===== config.mk =====
export PLATFORM = sky130hd
export DESIGN_NAME = scr1_dmi_arb
export DESIGN_NICKNAME = d
export VERILOG_FILES = /design/src/rtl/scr1_dmi_arb.sv
export SDC_FILE = /design/constraint.sdc
export NUM_CORES = 1
export LEC_CHECK = 0
export BUFFER_PORTS_ARGS = -buffer_cell sky130_fd_sc_hd__buf_2
export CORE_ASPECT_RATIO = 1.2
export CORE_MARGIN = 2
export CORE_UTILIZATION = 32
export CTS_BUF_LIST = sky130_fd_sc_hd__clkbuf_4
export DETAILED_ROUTE_END_ITERATION = 10
export GPL_ROUTABILITY_DRIVEN = 0
export SYNTH_ARGS = -nofsm -noshare
export SYNTH_HDL_FRONTEND = slang
export SYNTH_SLANG_ARGS = --single-unit

===== constraint.sdc =====
create_clock -name clk -period 6.8 [get_ports clk]
set_clock_uncertainty 0.1 [all_clocks]
set_input_delay 1.02 -clock clk [delete_from_list [all_inputs] [get_ports clk]]
set_output_delay 1.02 -clock clk [all_outputs]
set_load 0.1 [all_outputs]

===== src/rtl/scr1_dmi_arb.sv =====
// Two-requester DMI arbiter: r0 (TAP DMI) and r1 (system debug master) share one DM port through round-robin grant.
// Each requester has a one-entry request buffer. An access is aborted once it has run TIMEOUT_CYC cycles.
module scr1_dmi_arb #(
    parameter int ADDR_W      = 7,
    parameter int DATA_W      = 32,
    parameter int TIMEOUT_CYC = 255
) (
    input  logic              clk,
    input  logic              rst,
    input  logic              r0_req_i,
    input  logic              r0_wr_i,
    input  logic [ADDR_W-1:0] r0_addr_i,
    input  logic [DATA_W-1:0] r0_wdata_i,
    output logic              r0_resp_o,
    output logic              r0_err_o,
    output logic [DATA_W-1:0] r0_rdata_o,
    output logic              r0_busy_o,
    output logic              r0_ovf_o,
    input  logic              r0_ovf_clr_i,
    input  logic              r1_req_i,
    input  logic              r1_wr_i,
    input  logic [ADDR_W-1:0] r1_addr_i,
    input  logic [DATA_W-1:0] r1_wdata_i,
    output logic              r1_resp_o,
    output logic              r1_err_o,
    output logic [DATA_W-1:0] r1_rdata_o,
    output logic              r1_busy_o,
    output logic              r1_ovf_o,
    input  logic              r1_ovf_clr_i,
    output logic              arb2dm_req_o,
    output logic              arb2dm_wr_o,
    output logic [ADDR_W-1:0] arb2dm_addr_o,
    output logic [DATA_W-1:0] arb2dm_wdata_o,
    input  logic              dm2arb_resp_i,
    input  logic [DATA_W-1:0] dm2arb_rdata_i
);
    typedef enum logic {IDLE, ACCESS} state_t;

    localparam logic [9:0] CNT_LAST = 10'(TIMEOUT_CYC - 1);

    state_t state_q, state_d;
    logic   grant_q, grant_d;
    logic   last_q;
    logic [9:0] cnt_q, cnt_d;

    logic [1:0]             req, wr_in, clr;
    logic [1:0][ADDR_W-1:0] addr_in;
    logic [1:0][DATA_W-1:0] wdata_in;

    logic [1:0]             pend_q, wr_q, resp_q, err_q, ovf_q;
    logic [1:0][ADDR_W-1:0] addr_q;
    logic [1:0][DATA_W-1:0] wdata_q, rdata_q;

    logic       timeout, done;
    logic [1:0] cpl, free, load;

    assign req      = {r1_req_i, r0_req_i};
    assign wr_in    = {r1_wr_i, r0_wr_i};
    assign clr      = {r1_ovf_clr_i, r0_ovf_clr_i};
    assign addr_in  = {r1_addr_i, r0_addr_i};
    assign wdata_in = {r1_wdata_i, r0_wdata_i};

    assign timeout = (state_q == ACCESS) && !dm2arb_resp_i && (cnt_q == CNT_LAST);
    assign done    = (state_q == ACCESS) && (dm2arb_resp_i || timeout);

    // A buffer completing this cycle is free, so a new request lands instead of overrunning.
    always_comb begin
        for (int i = 0; i < 2; i++) begin
            cpl[i]  = done && (grant_q == 1'(i));
            free[i] = !pend_q[i] || cpl[i];
            load[i] = req[i] && free[i];
        end
    end

    always_ff @(posedge clk or posedge rst) begin
        if (rst) begin
            state_q <= IDLE;
            grant_q <= 1'b0;
            last_q  <= 1'b1;
            cnt_q   <= '0;
        end else begin
            state_q <= state_d;
            grant_q <= grant_d;
            cnt_q   <= cnt_d;
            if (done) last_q <= grant_q;
        end
    end

    always_comb begin
        state_d = state_q;
        grant_d = grant_q;
        cnt_d   = '0;
        case (state_q)
            IDLE: begin
                if (|pend_q) begin
                    state_d = ACCESS;
                    grant_d = (&pend_q) ? ~last_q : pend_q[1];
                end
            end
            ACCESS: begin
                if (done) state_d = IDLE;
                else      cnt_d   = cnt_q + 10'd1;
            end
            default: state_d = IDLE;
        endcase
    end

    always_comb begin
        arb2dm_req_o   = 1'b0;
        arb2dm_wr_o    = 1'b0;
        arb2dm_addr_o  = '0;
        arb2dm_wdata_o = '0;
        if (state_q == ACCESS) begin
            arb2dm_req_o   = 1'b1;
            arb2dm_wr_o    = wr_q[grant_q];
            arb2dm_addr_o  = addr_q[grant_q];
            arb2dm_wdata_o = wdata_q[grant_q];
        end
    end

    always_ff @(posedge clk or posedge rst) begin
        if (rst) begin
            pend_q  <= '0;
            wr_q    <= '0;
            addr_q  <= '0;
            wdata_q <= '0;
            resp_q  <= '0;
            err_q   <= '0;
            ovf_q   <= '0;
            rdata_q <= '0;
        end else begin
            for (int i = 0; i < 2; i++) begin
                pend_q[i] <= load[i] || (pend_q[i] && !cpl[i]);
                resp_q[i] <= cpl[i];
                err_q[i]  <= cpl[i] && !dm2arb_resp_i;
                ovf_q[i]  <= (req[i] && !free[i]) || (ovf_q[i] && !clr[i]);
                if (load[i]) begin
                    wr_q[i]    <= wr_in[i];
                    addr_q[i]  <= addr_in[i];
                    wdata_q[i] <= wdata_in[i];
                end
                if (cpl[i] && dm2arb_resp_i && !wr_q[i]) rdata_q[i] <= dm2arb_rdata_i;
            end
        end
    end

    assign r0_resp_o  = resp_q[0];
    assign r0_err_o   = err_q[0];
    assign r0_rdata_o = rdata_q[0];
    assign r0_busy_o  = pend_q[0];
    assign r0_ovf_o   = ovf_q[0];
    assign r1_resp_o  = resp_q[1];
    assign r1_err_o   = err_q[1];
    assign r1_rdata_o = rdata_q[1];
    assign r1_busy_o  = pend_q[1];
    assign r1_ovf_o   = ovf_q[1];
endmodule


; After elaboration in Yosys (flattened, before gate mapping)
; Cells that the tools add are included.
[op_classes]
n_eq_ne = 1
n_reduce_logical = 40
add_sub_neg = 1
n_shift = 0
div = 0
bitwise_logic = 3
muxes = 16
magnitude_cmp = 1
mul = 0
[op_table]
columns = cell, n
row1 = $mux 32, 3
row2 = $mux 7, 3
row3 = $mux 10, 2
row4 = $logic_and 1x1->1, 19
row5 = $logic_not 1->1, 11
row6 = $add 10x1->10 const B, 1
row7 = $eq 10x8->1 const B, 1
row8 = $logic_or 1x1->1, 7
row9 = $mux 1, 7
row10 = $reduce_and 2->1, 2
row11 = $not 1->1, 3
row12 = $lt 1x2->1 const B, 1
row13 = $pmux 1 s2, 1
row14 = $reduce_or 2->1, 1
[word_totals]
reg_bits = 165
output_inout_bits = 113
mem_bits_rw = 0
latch_bits = 0
mem_bits_ro = 0
wordCells = 78
mem_count = 0

; Logic depth before layout (Yosys ltp)
[depth]
ltp_word = 10
ltp_mapped = 7
depth_no_buf = 6

; Least setup slack after synthesis
; OpenSTA, ideal clock, no wires.
[synth_path]
path_type = register to output
start = register state_q
end = output arb2dm_addr_o[0]
required_ps = 5680
arrival_ps = 2919
path_stages_with_launch = 5
path_slack_ps = 2761
cell_sequence = dfrtp_1 -> clkbuf_2 -> clkinv_1 -> clkbuf_1 -> nor2_1
[synth_between]
elab_chain_len = 1
[synth_lines]
columns = element, line_no
row1 = "start, declared", 41  ; state_t state_q, state_d;
row2 = "start signal, assigned", 82  ; state_q <= state_d;
row3 = $mux 7, 113  ; if (state_q == ACCESS) begin
row4 = "end, declared", 32  ; output logic [ADDR_W-1:0] arb2dm_addr_o,
; Every way passes these cells.

; Worst setup path after layout
[layout_path]
start = register grant_q
end = output arb2dm_wdata_o[7]
[layout_between]
elab_chain_len = 3
[layout_lines]
columns = element, line_no
row1 = "start, declared", 42  ; logic grant_q, grant_d;
row2 = "start signal, assigned", 83  ; grant_q <= grant_d;
row3 = $mux 32 (implied by the code) (2 in a row), 117  ; arb2dm_wdata_o = wdata_q[grant_q];
row4 = $mux 32, 113
row5 = "end, declared", 33  ; output logic [DATA_W-1:0] arb2dm_wdata_o,
; Every way passes these cells. The select of a mux whose other input is x is not followed.

==> qor.csv <==
metric,value,unit
"Cell Area, Synth",0.00713,mm^2
1st-iter DRT viols,85,
initial cell density of the core,32.7,%
CP max stage cell,dfrtp_2,
CTS Root Cell,clkbuf_4,
initial antenna violation count,1,
Worst Setup End Kind,primary output,
number of synthesized flops with an enable pin,0,
non-filler instance count after layout,1005,
WL per Instance,16.0,um
number of global-route vias before repair,4800,
pre-CTS setup slack,3.69,ns
asr flop ratio synth,100,%
clk sinks,165,
unrepaired setup endpoints after global routing,no,
CTS Buf Count,17,
DR vias,4610,
sequential-to-total area share from yosys stat,58.0,%
row cnt,59,
Period minus WS final,3.64,ns
status,"complete, no violations",
"Hold Vio Cnt, Final",0,
CTS tree,built,
hold buffers post-CTS,0,
Slew Limit Fails,0,
multi-input logic area,0.00280,mm^2
"Clk pin slew, worst setup/hold paths",0.16,ns
Worst slew margin,35.7,%
Setup-failing EPs final,0,
Ports,232,
post-route setup TNS,0,ns
Horiz. Die Dim,140,um
crit-path cells,"buf_4, mux2i_1, nor2_1, buf_2",
post-route cell area,0.00882,mm^2
Setup crit start kind,flop,
fmax,274,MHz
die height,167,um
router iterations before antenna repair,4,
first-pass GRT wire length,25400,um
pin count of the biggest net entering global routing,106,
dominant synthesized flop cell,dfrtp_1,
top cell type's share of synthesized area,57.6,%
max_cap viols,0,
Post-Syn Nets,608,
post_cts resized,0,
WP data required,5.68,ns
# nets final,838,
register bit total from synthesis,165,
Post-CTS Repair Setup Buffers,0,
final worst-path setup slack,3.16,ns
Buf/Inv on CP,2,
"top cells by area, synth","dfrtp_1 (58%), mux2_2 (16%), mux2_4 (8.4%)",
Yosys top cell by area,dfrtp_1,
library cells used by synthesis,45,
critical path arrival,2.52,ns
crit-path max cell delay,0.70,ns
syn_area_per_cell,14.6,um^2
"Max FO, Critical Path",31,
Area after DPL,0.00851,mm^2
Remaining DRCs,0,
Total Routing Usage GR,13.8,%
Gate Count Post-Synth,487,
layout cells sized above 1,57.8,%
DP Cell Count,972,
Layout fillers,2080,
most frequent cells in the layout,"buf_2 (231), dfrtp_1 (163), mux2_2 (100)",
Placeable Area,0.0218,mm^2
Final HPWL DP,10900,um
port bufs,231,
register area,0.00413,mm^2
CP Class,reg -> out,
Detailed Route WL,16100,um
fin crit share,53.6,%
"commonest non-fill, non-tap cell in the layout",buf_2,
worst hold path class,reg -> reg,
Worst-Skew Late Latency,0.53,ns
Max Root-Sink Buffers,2,
Routed Antenna Nets,0,
synthesis-to-layout area growth,23.8,%
via-per-instance ratio,4.59,
Least-Margin Pin Slew,0.964,ns
family with the most delay on the worst path,buffers and inverters,
H-tree levels,4,
Die Area,0.0235,mm^2
gr ovfl total,0,
Ys Warns,0,
==> flip-flops by register name (all words and copies together) (netlist names) <==
| register | cells |
|---|---|
| wr_q | 2 |
| ovf_q | 2 |
| last_q | 1 |
| r1_rdata_o | 32 |
| r0_rdata_o | 32 |
| resp_q | 2 |
| state_q | 1 |
| wdata_q | 64 |
| cnt_q | 10 |
| pend_q | 2 |
| addr_q | 14 |
| err_q | 2 |
| grant_q | 1 |
==> area by class of cell <==
| class | count | area share, % |
|---|---|---|
| inverter | 7 | 0.355 |
| clock inverter | 15 | 2.07 |
| multi-input combinational | 289 | 31.8 |
| clock buffer | 17 | 1.45 |
| timing repair buffer | 237 | 13.6 |
| sequential | 165 | 46.8 |
| antenna | 1 | 0.0284 |
| tap | 274 | 3.89 |
==> per-stage QoR <==
stage,util (%),hold WS [ns]
6_report,40.5,0.418
4_1_cts,40.5,0.422
3_3_place_gp,39.1,0.381
2_1_floorplan,-,0.364
5_1_grt,40.5,0.431
3_5_place_dp,39.1,0.387
==> worst reg2reg max path: stages (launching register included) <==
cell,delay (ns)
dfrtp_1,0.54
clkinv_1,0.09
buf_4,0.45
nor2_1,0.21
a31oi_4,0.19
buf_4,0.52
mux2_2,0.42
==> synthesized netlist by cell type, drive strengths merged (2+ instances only) <==
library cell	n
nand2	8
nor2	52
ha	2
dfrtp	164
or3	2
a31oi	2
buf	19
xor2	4
nand2b	2
inv	6
nand3	5
clkbuf	7
o21bai	2
mux2	144
o22ai	2
nand4	2
a21boi	3
and4	2
mux2i	40
==> worst paths after layout <==
path,to,from,cells after the start,slack [ns]
max,arb2dm_wdata_o[7],grant_q,4,3.16
min,r1_rdata_o[0],r1_rdata_o[0],1,0.42
max reg2reg,wdata_q[26],state_q,6,4.19
min reg2reg,r1_rdata_o[0],r1_rdata_o[0],1,0.42
max in group asynchronous,addr_q[4],rst,3,4.72
min in group asynchronous,cnt_q[7],rst,2,0.54
==> routing by layer <==
layer | GRT usage, % | vias up | share of wire, %
met3 | 5.43 | 12 | 8.0
li1 | - | 2159 | -
met4 | 3.16 | 0 | 0.80
met1 | 16.9 | 2272 | 43
met5 | 0 | - | 0
met2 | 23.0 | 167 | 49
==> logic make-up (layout without fill, tap and decap cells) <==
family / count (synthesis) / after routing / synth area share (%)
AND/OR/NAND/NOR: 79 / 79 / 5.36
buffers and inverters: 33 / 276 / 2.74
AO/OA/AOI/OAI: 19 / 19 / 2.49
multiplexers: 184 / 184 / 30.5
adder cells (fa/ha/maj): 2 / 2 / 0.351
flip-flops: 165 / 165 / 58.0
XOR/XNOR: 5 / 5 / 0.615
other: 0 / 1 / 0
Power is left out: the tool's default activity adds up to more than one toggle a clock period on the data nets, which glitch-free logic cannot reach.
